--- src/rtl/action_decoder.sv ---
// action_decoder: turns the raw keyboard keycode into one-hot player action
// levels. Attacks fire on a press edge only. They are held for a number of
// video frames and followed by a cooldown lockout, so a held key cannot
// repeat an attack.
module action_decoder #(
  parameter int unsigned ACT_FRAMES  = 8,
  parameter int unsigned COOL_FRAMES = 4,
  parameter logic [7:0]  KEY_LEFT    = 8'h04,
  parameter logic [7:0]  KEY_RIGHT   = 8'h07,
  parameter logic [7:0]  KEY_STAND   = 8'h16,
  parameter logic [7:0]  KEY_KICK    = 8'h0D,
  parameter logic [7:0]  KEY_FIGHT   = 8'h0E,
  parameter logic [7:0]  KEY_JUMP    = 8'h1A,
  parameter logic [7:0]  KEY_DODGE   = 8'h07 + 8'h02
) (
  input  logic       Clk,
  input  logic       Reset,
  input  logic [7:0] keycode,
  input  logic       frame_tick,
  output logic       left,
  output logic       right,
  output logic       stand,
  output logic       kick,
  output logic       fight,
  output logic       jump,
  output logic       dodge,
  output logic       busy
);

  typedef enum logic [1:0] {IDLE, MOVE, ACTION, COOLDOWN} state_t;

  // Counters hold "frames remaining minus one", so expiry is detected at zero.
  localparam logic [7:0] ACT_LOAD  = 8'(ACT_FRAMES - 1);
  localparam logic [7:0] COOL_LOAD = 8'(COOL_FRAMES - 1);

  // Output vector bit order: {dodge, jump, fight, kick, stand, right, left}
  localparam logic [6:0] OH_LEFT  = 7'b0000001;
  localparam logic [6:0] OH_RIGHT = 7'b0000010;
  localparam logic [6:0] OH_STAND = 7'b0000100;
  localparam logic [6:0] OH_KICK  = 7'b0001000;
  localparam logic [6:0] OH_FIGHT = 7'b0010000;
  localparam logic [6:0] OH_JUMP  = 7'b0100000;
  localparam logic [6:0] OH_DODGE = 7'b1000000;

  state_t     state_q, state_d;
  logic [7:0] cnt_q, cnt_d;
  logic [7:0] prev_key_q;
  logic [6:0] out_q, out_d;
  logic [6:0] atk;
  logic       press_edge;
  logic       eval_idle;

  // Maps an attack keycode to its one-hot output; zero for non-attack codes.
  function automatic logic [6:0] attack_decode(input logic [7:0] k);
    attack_decode = '0;
    if (k == KEY_KICK)       attack_decode = OH_KICK;
    else if (k == KEY_FIGHT) attack_decode = OH_FIGHT;
    else if (k == KEY_JUMP)  attack_decode = OH_JUMP;
    else if (k == KEY_DODGE) attack_decode = OH_DODGE;
  endfunction

  // Next-state, counter and output decision for the current cycle.
  always_comb begin
    state_d    = state_q;
    cnt_d      = cnt_q;
    out_d      = out_q;
    eval_idle  = 1'b0;
    atk        = attack_decode(keycode);
    press_edge = (keycode != prev_key_q) && (atk != 7'd0);

    case (state_q)
      IDLE, MOVE: eval_idle = 1'b1;
      ACTION: begin
        if (frame_tick) begin
          if (cnt_q != 8'd0) begin
            cnt_d = cnt_q - 8'd1;
          end else begin
            state_d = COOLDOWN;
            cnt_d   = COOL_LOAD;
            out_d   = OH_STAND;
          end
        end
      end
      COOLDOWN: begin
        out_d = OH_STAND;
        if (frame_tick) begin
          if (cnt_q != 8'd0) cnt_d = cnt_q - 8'd1;
          else               eval_idle = 1'b1;
        end
      end
      default: begin
        state_d = IDLE;
        out_d   = OH_STAND;
      end
    endcase

    // Idle-style evaluation; a tick on this cycle is not counted against
    // a freshly started attack because cnt is simply loaded.
    if (eval_idle) begin
      if (press_edge) begin
        state_d = ACTION;
        cnt_d   = ACT_LOAD;
        out_d   = atk;
      end else if (keycode == KEY_LEFT) begin
        state_d = MOVE;
        out_d   = OH_LEFT;
      end else if (keycode == KEY_RIGHT) begin
        state_d = MOVE;
        out_d   = OH_RIGHT;
      end else begin
        state_d = IDLE;
        out_d   = OH_STAND;
      end
    end
  end

  // State, counter, previous key and output registers with synchronous reset.
  always_ff @(posedge Clk) begin
    if (!Reset) begin
      state_q    <= IDLE;
      cnt_q      <= 8'd0;
      prev_key_q <= 8'h00;
      out_q      <= 7'd0;
    end else begin
      state_q    <= state_d;
      cnt_q      <= cnt_d;
      prev_key_q <= keycode;
      out_q      <= out_d;
    end
  end

  assign {dodge, jump, fight, kick, stand, right, left} = out_q;
  assign busy = (state_q == ACTION) || (state_q == COOLDOWN);

endmodule

--- config.mk ---
export PLATFORM = sky130hd
export DESIGN_NAME = action_decoder
export DESIGN_NICKNAME = d
export VERILOG_FILES = /design/src/rtl/action_decoder.sv
export SDC_FILE = /design/constraint.sdc
export NUM_CORES = 1
export LEC_CHECK = 0
export CAP_MARGIN = 20
export CORE_UTILIZATION = 50
export CTS_BUF_LIST = sky130_fd_sc_hd__clkbuf_4
export CTS_CLUSTER_DIAMETER = 80
export DETAILED_ROUTE_END_ITERATION = 8
export PLACE_DENSITY = 0.74
export REMOVE_ABC_BUFFERS = 1
export SLEW_MARGIN = 20
export SYNTH_ARGS = -nofsm -noshare
export SYNTH_HDL_FRONTEND = slang
export SYNTH_SLANG_ARGS = --single-unit
--- constraint.sdc ---
create_clock -name Clk -period 4.4 [get_ports Clk]
set_clock_uncertainty 0.15 [all_clocks]
set_input_delay 0.44 -clock Clk [delete_from_list [all_inputs] [get_ports Clk]]
set_output_delay 0.44 -clock Clk [all_outputs]
set_load 0.005 [all_outputs]
# ---- Word-level counts from Yosys, hierarchy flattened
# Index checks and enable logic that the tools add are counted.
dict set report totals {
  regBits 25
  out_inout_bits 8
}
dict set report classes {
  n_addsub 1
  eq_ne 13
  muxes 28
  n_reduce_logical 11
}
# cell n
set op_table {}
lappend op_table {{$mux W7} 8}
lappend op_table {{$mux W8} 6}
lappend op_table {{$eq A8 B4 Y1 const B} 3}
lappend op_table {{$eq A8 B3 Y1 const B} 2}
lappend op_table {{$pmux W8 S2} 1}
lappend op_table {{$pmux W7 S2} 1}
lappend op_table {{$mux W2} 5}
lappend op_table {{$eq A8 B5 Y1 const B} 1}
lappend op_table {{$ne A8 B8 Y1} 1}
lappend op_table {{$reduce_bool A8 Y1} 1}
lappend op_table {{$sub A8 B1 Y8 const B} 1}
lappend op_table {{$reduce_bool A7 Y1} 1}
lappend op_table {{$mux W3} 2}
lappend op_table {{$ne A3 B3 Y1 const B} 2}
lappend op_table {{$reduce_and A3 Y1} 2}
lappend op_table {{$eq A2 B2 Y1 const B} 2}
lappend op_table {{$mux W1} 4}
lappend op_table {{$reduce_bool A2 Y1} 2}
lappend op_table {{$reduce_bool A3 Y1} 1}
lappend op_table {{$eq A2 B1 Y1 const B} 1}
lappend op_table {{$logic_not A2 Y1} 1}
lappend op_table {{$ne A2 B2 Y1 const B} 1}
lappend op_table {{$pmux W1 S2} 1}
lappend op_table {{$reduce_or A2 Y1} 1}
lappend op_table {{other kinds (2)} 2}

# ---- Longest topological paths before layout
dict set report depth {
  word_depth 9
  ltp_mapped 9
  depth_no_buf 9
}

# ---- Least setup slack after synthesis
# OpenSTA, ideal clock, no wires.
dict set report synth_path {
  path_kind {input -> register}
  start {input keycode[4]}
  end {register out_q[5]}
  setup_time_ns 0.116
  arrival_ns 1.541
  t_required_ns 4.134
  path_slack_ns 2.593
  cell_stages 5
  path_buffers 1
  path_cell_list {buf_2 -> xor2_1 -> nor4_2 -> a211oi_4 -> a41o_1}
}
dict set report synth_via {
  elab_chain_len 9
  word_cells_on_any_way 13
}
# item line_no
set synth_rtl {}
lappend synth_rtl {{start: declaration} 18} ;# input logic [7:0] keycode,
lappend synth_rtl {{$eq A8 B4 Y1} 59} ;# else if (k == KEY_DODGE) attack_decode = OH_DODGE;
lappend synth_rtl {{$mux W7} 59}
lappend synth_rtl {{$mux W7} 58} ;# else if (k == KEY_JUMP) attack_decode = OH_JUMP;
lappend synth_rtl {{$mux W7} 57} ;# else if (k == KEY_FIGHT) attack_decode = OH_FIGHT;
lappend synth_rtl {{$mux W7} 56} ;# if (k == KEY_KICK) attack_decode = OH_KICK;
lappend synth_rtl {{$reduce_bool A7 Y1} 69} ;# press_edge = (keycode != prev_key_q) && (atk != 7'd0);
lappend synth_rtl {{$logic_and A1 B1 Y1} 69}
lappend synth_rtl {{$mux W7 (*)} 100} ;# if (press_edge) begin
lappend synth_rtl {{$mux W7 (*)} 99} ;# if (eval_idle) begin
lappend synth_rtl {{end signal: assignment} 128} ;# out_q <= out_d;
lappend synth_rtl {{end: declaration} 48} ;# logic [6:0] out_q, out_d;
# Mark *: on every way between the ends. The rest lies on a longest branch, timed or not.
# A chain may end at the register's enable or synchronous reset.

==> metrics.csv <==
metric,value,unit
CP endpoint kind,flop,
cell taking the most area after synthesis,dfxtp_1,
Synth Area in XOR/XNOR,9.580,%
root buffer cell,clkbuf_4,
critical-path cell list,clkdlybuf4s50_1 -> clkinv_1 -> nor4b_1 -> a32o_1,
Max Cap Viol,0,
post-cts hold buffer count,0,
Tmin final,2.294,ns
nets@finish,166,
CTS H-tree lvls,1,
Final Slew Violations,0,
drc violations,0,
buffer and inverter count on the worst path,2,
CTS tree,yes,
multiplexer share of the synthesized area,1.460,%
# port buffers,18,
"Clk Latency, worst-skew pair",0.32,ns
Die Wd,54.37,um
Fmax,0.4358,GHz
post-CTS setup repair buffer count,0,
drt total wl,2793,um
Area Overhead vs Synth,15.24,%
Post-Syn Instances,138,
CTS sink cnt,25,
Ant. Diodes,0,
P_int,0.2998,mW
Comb pwr share,14.3,%
Core Region,0.002545,mm^2
final setup TNS,0,ns
"EDFF count, synth",0,
DR iter-0 viols,43,
Crit path depth,4,
"Seq/Total Area, Yosys",36.50,%
leakage,0.5802,nW
Via Count,1053,
Area after DPL,0.001550,mm^2
WP data arrival,2.42,ns
RSZ-0062 raised after global routing,no,
Synth Area in Simple Gates,26.73,%
Yosys top cell area share,36.50,%
RD Place Congestion,0.8321,
fin crit share,52.15,%
Post-DP HPWL,2071,um
Area contributors post-synth,"dfxtp_1 36%, xor2_1 6.4%, nor4_4 4.7%, and2_1 3.2%, xnor2_1 3.2%",
Slew Limit Headroom,58.21,%
crit path launch,Reset,
Reg area,500.5,um^2
Worst Setup Start Kind,input pin,
worst path required time,4.52,ns
prevailing post-synth register cell,dfxtp_1,
synthesized area per cell,9.937,um^2
cts bufs inserted,3,
Synth Area in Adders,1.825,%
post-cts repair resize count,0,
Vias/cell,5.786,
ys async rst share,0,%
vias in the first global route,933,
# fillers,223,
largest net degree at the start of global routing,18,
worst-margin pin slew,0.6268,ns
reg2reg path depth,6,
Multi-input gate area,802.0,um^2
power share of the clock group,27.2,%
Starting Density,53.88,%
hold path depth,2,
YS warnings,0,
Synth Cell Area,0.001371,mm^2
die area,0.002956,mm^2
Cell Rows,18,
Top-Level Pins,19,
run status,finished clean,
maximum clock path buffer count,2,
worst hold start,out_q[1],
clock transition at the registers of the reported paths,0.13,ns
gr usage total,20.85,%
Setup-failing EPs final,0,
Post-DRT Antenna Nets,0,
Crit path largest cell delay,0.86,ns
initial antenna violation count,0,
Power Total,0.4040,mW
Top Family by Delay on Critical Path,buffers and inverters,
RR Startpoint,cnt_q[0],
ratio of cells with drive above 1 in the final layout,13.82,%
number of distinct library cells after synthesis,50,
Avg WL per Cell,15.35,um
P_sw,0.1042,mW
sequential fraction of design power,58.4,%
"Hold Violations, Final",0,
die height,54.37,um
Sw Share,25.79,%
Synth Area in Compound Gates,18.89,%
Hold Crit Class,flop to flop,
CP Max Fanout,17,
final instance area,0.001580,mm^2
Crit Path Class,input pin to flop,
pwr dens,255.6,mW/mm^2
first-pass GRT wire length,4409,um
slowest CP cell,clkdlybuf4s50_1,
Yosys reg bits,25,
DR pass1 iterations,4,
grt total ovfl,0,
Max IR drop VDD,0.2165,mV
main combinational cell family by area after synthesis,simple AND/OR/NAND/NOR gates,
==> routing by layer <==
layer,GRT usage (%),vias to the layer above,part of all wire [%]
met5,0,-,0
met4,5.128,0,0.29
met3,3.611,2,3.5
met2,31.50,23,45
met1,30.32,494,52
li1,-,534,-
==> worst paths after layout <==
check,end,slack [ns]
max reg2reg,out_q[4],2.26
min reg2reg,out_q[1],0.33
min,out_q[1],0.33
max,out_q[4],2.11
==> worst min-delay path, delay by kind of cell, from the launching register on <==
kind | cells | cell delay [ns]
simple gates | 1 | 0.05
compound gates | 1 | 0.05
flops | 1 | 0.34
==> Yosys cell counts (4+ instances only) <==
| cell type | instances |
|---|---|
| dfxtp_1 | 25 |
| xor2_1 | 10 |
| and2_1 | 7 |
| inv_1 | 7 |
| a211oi_1 | 5 |
| nand2_1 | 5 |
| nor2_1 | 5 |
| xnor2_1 | 5 |
| buf_2 | 4 |
==> area by class of cell <==
type                            count  area share [%]
Tap cell                           30           2.375
Clock buffer                        4           1.900
Sequential cell                    25           31.67
Inverter                            8           1.900
Timing Repair Buffer               18           11.40
Multi-Input combinational cell     97           50.75
==> placed cells by master, fill, tap and decap left out, types with 4 or more instances in the layout <==
cell / n
clkdlybuf4s50_1: 18
a211oi_1: 5
nand2_1: 5
and2_1: 7
clkbuf_4: 4
dfxtp_1: 25
xnor2_1: 5
xor2_1: 10
nor2_1: 5
inv_1: 7
==> registers in the layout, indices dropped and copies added, names as in the netlist <==
name and count:
cnt_q 8, out_q 7, state_q 2, prev_key_q 8
==> power by group through the flow <==
stage / Sequential, mW / Combinational, mW / Clock [mW]
floorplan: 0.240 / 0.0336 / 0
global placement: 0.241 / 0.0562 / 0
detailed placement: 0.241 / 0.0574 / 0
CTS: 0.236 / 0.0576 / 0.110
global route: 0.237 / 0.0625 / 0.117
finish: 0.236 / 0.0578 / 0.110
==> kinds of logic (layout without fill, tap and decap cells) <==
family	count (synthesis)	after routing
fa+ha+maj	2	2
buf+inv	16	30
mux	2	2
xor+xnor	15	15
flops	25	25
compound gates	28	28
simple gates	50	50
==> through the flow <==
step                      util (%)  std cells  hold slack [ns]  setup WS [ns]
after floorplan                  -        130           0.2983          2.618
after global placement       60.91        178           0.3011          1.805
after detailed placement     60.91        178           0.3129          1.778
after CTS                    62.09        182           0.3344          2.116
after global routing         62.09        182           0.3483          1.949
final                        62.09        182           0.3269          2.106
Power figures use the tool's default switching activity.
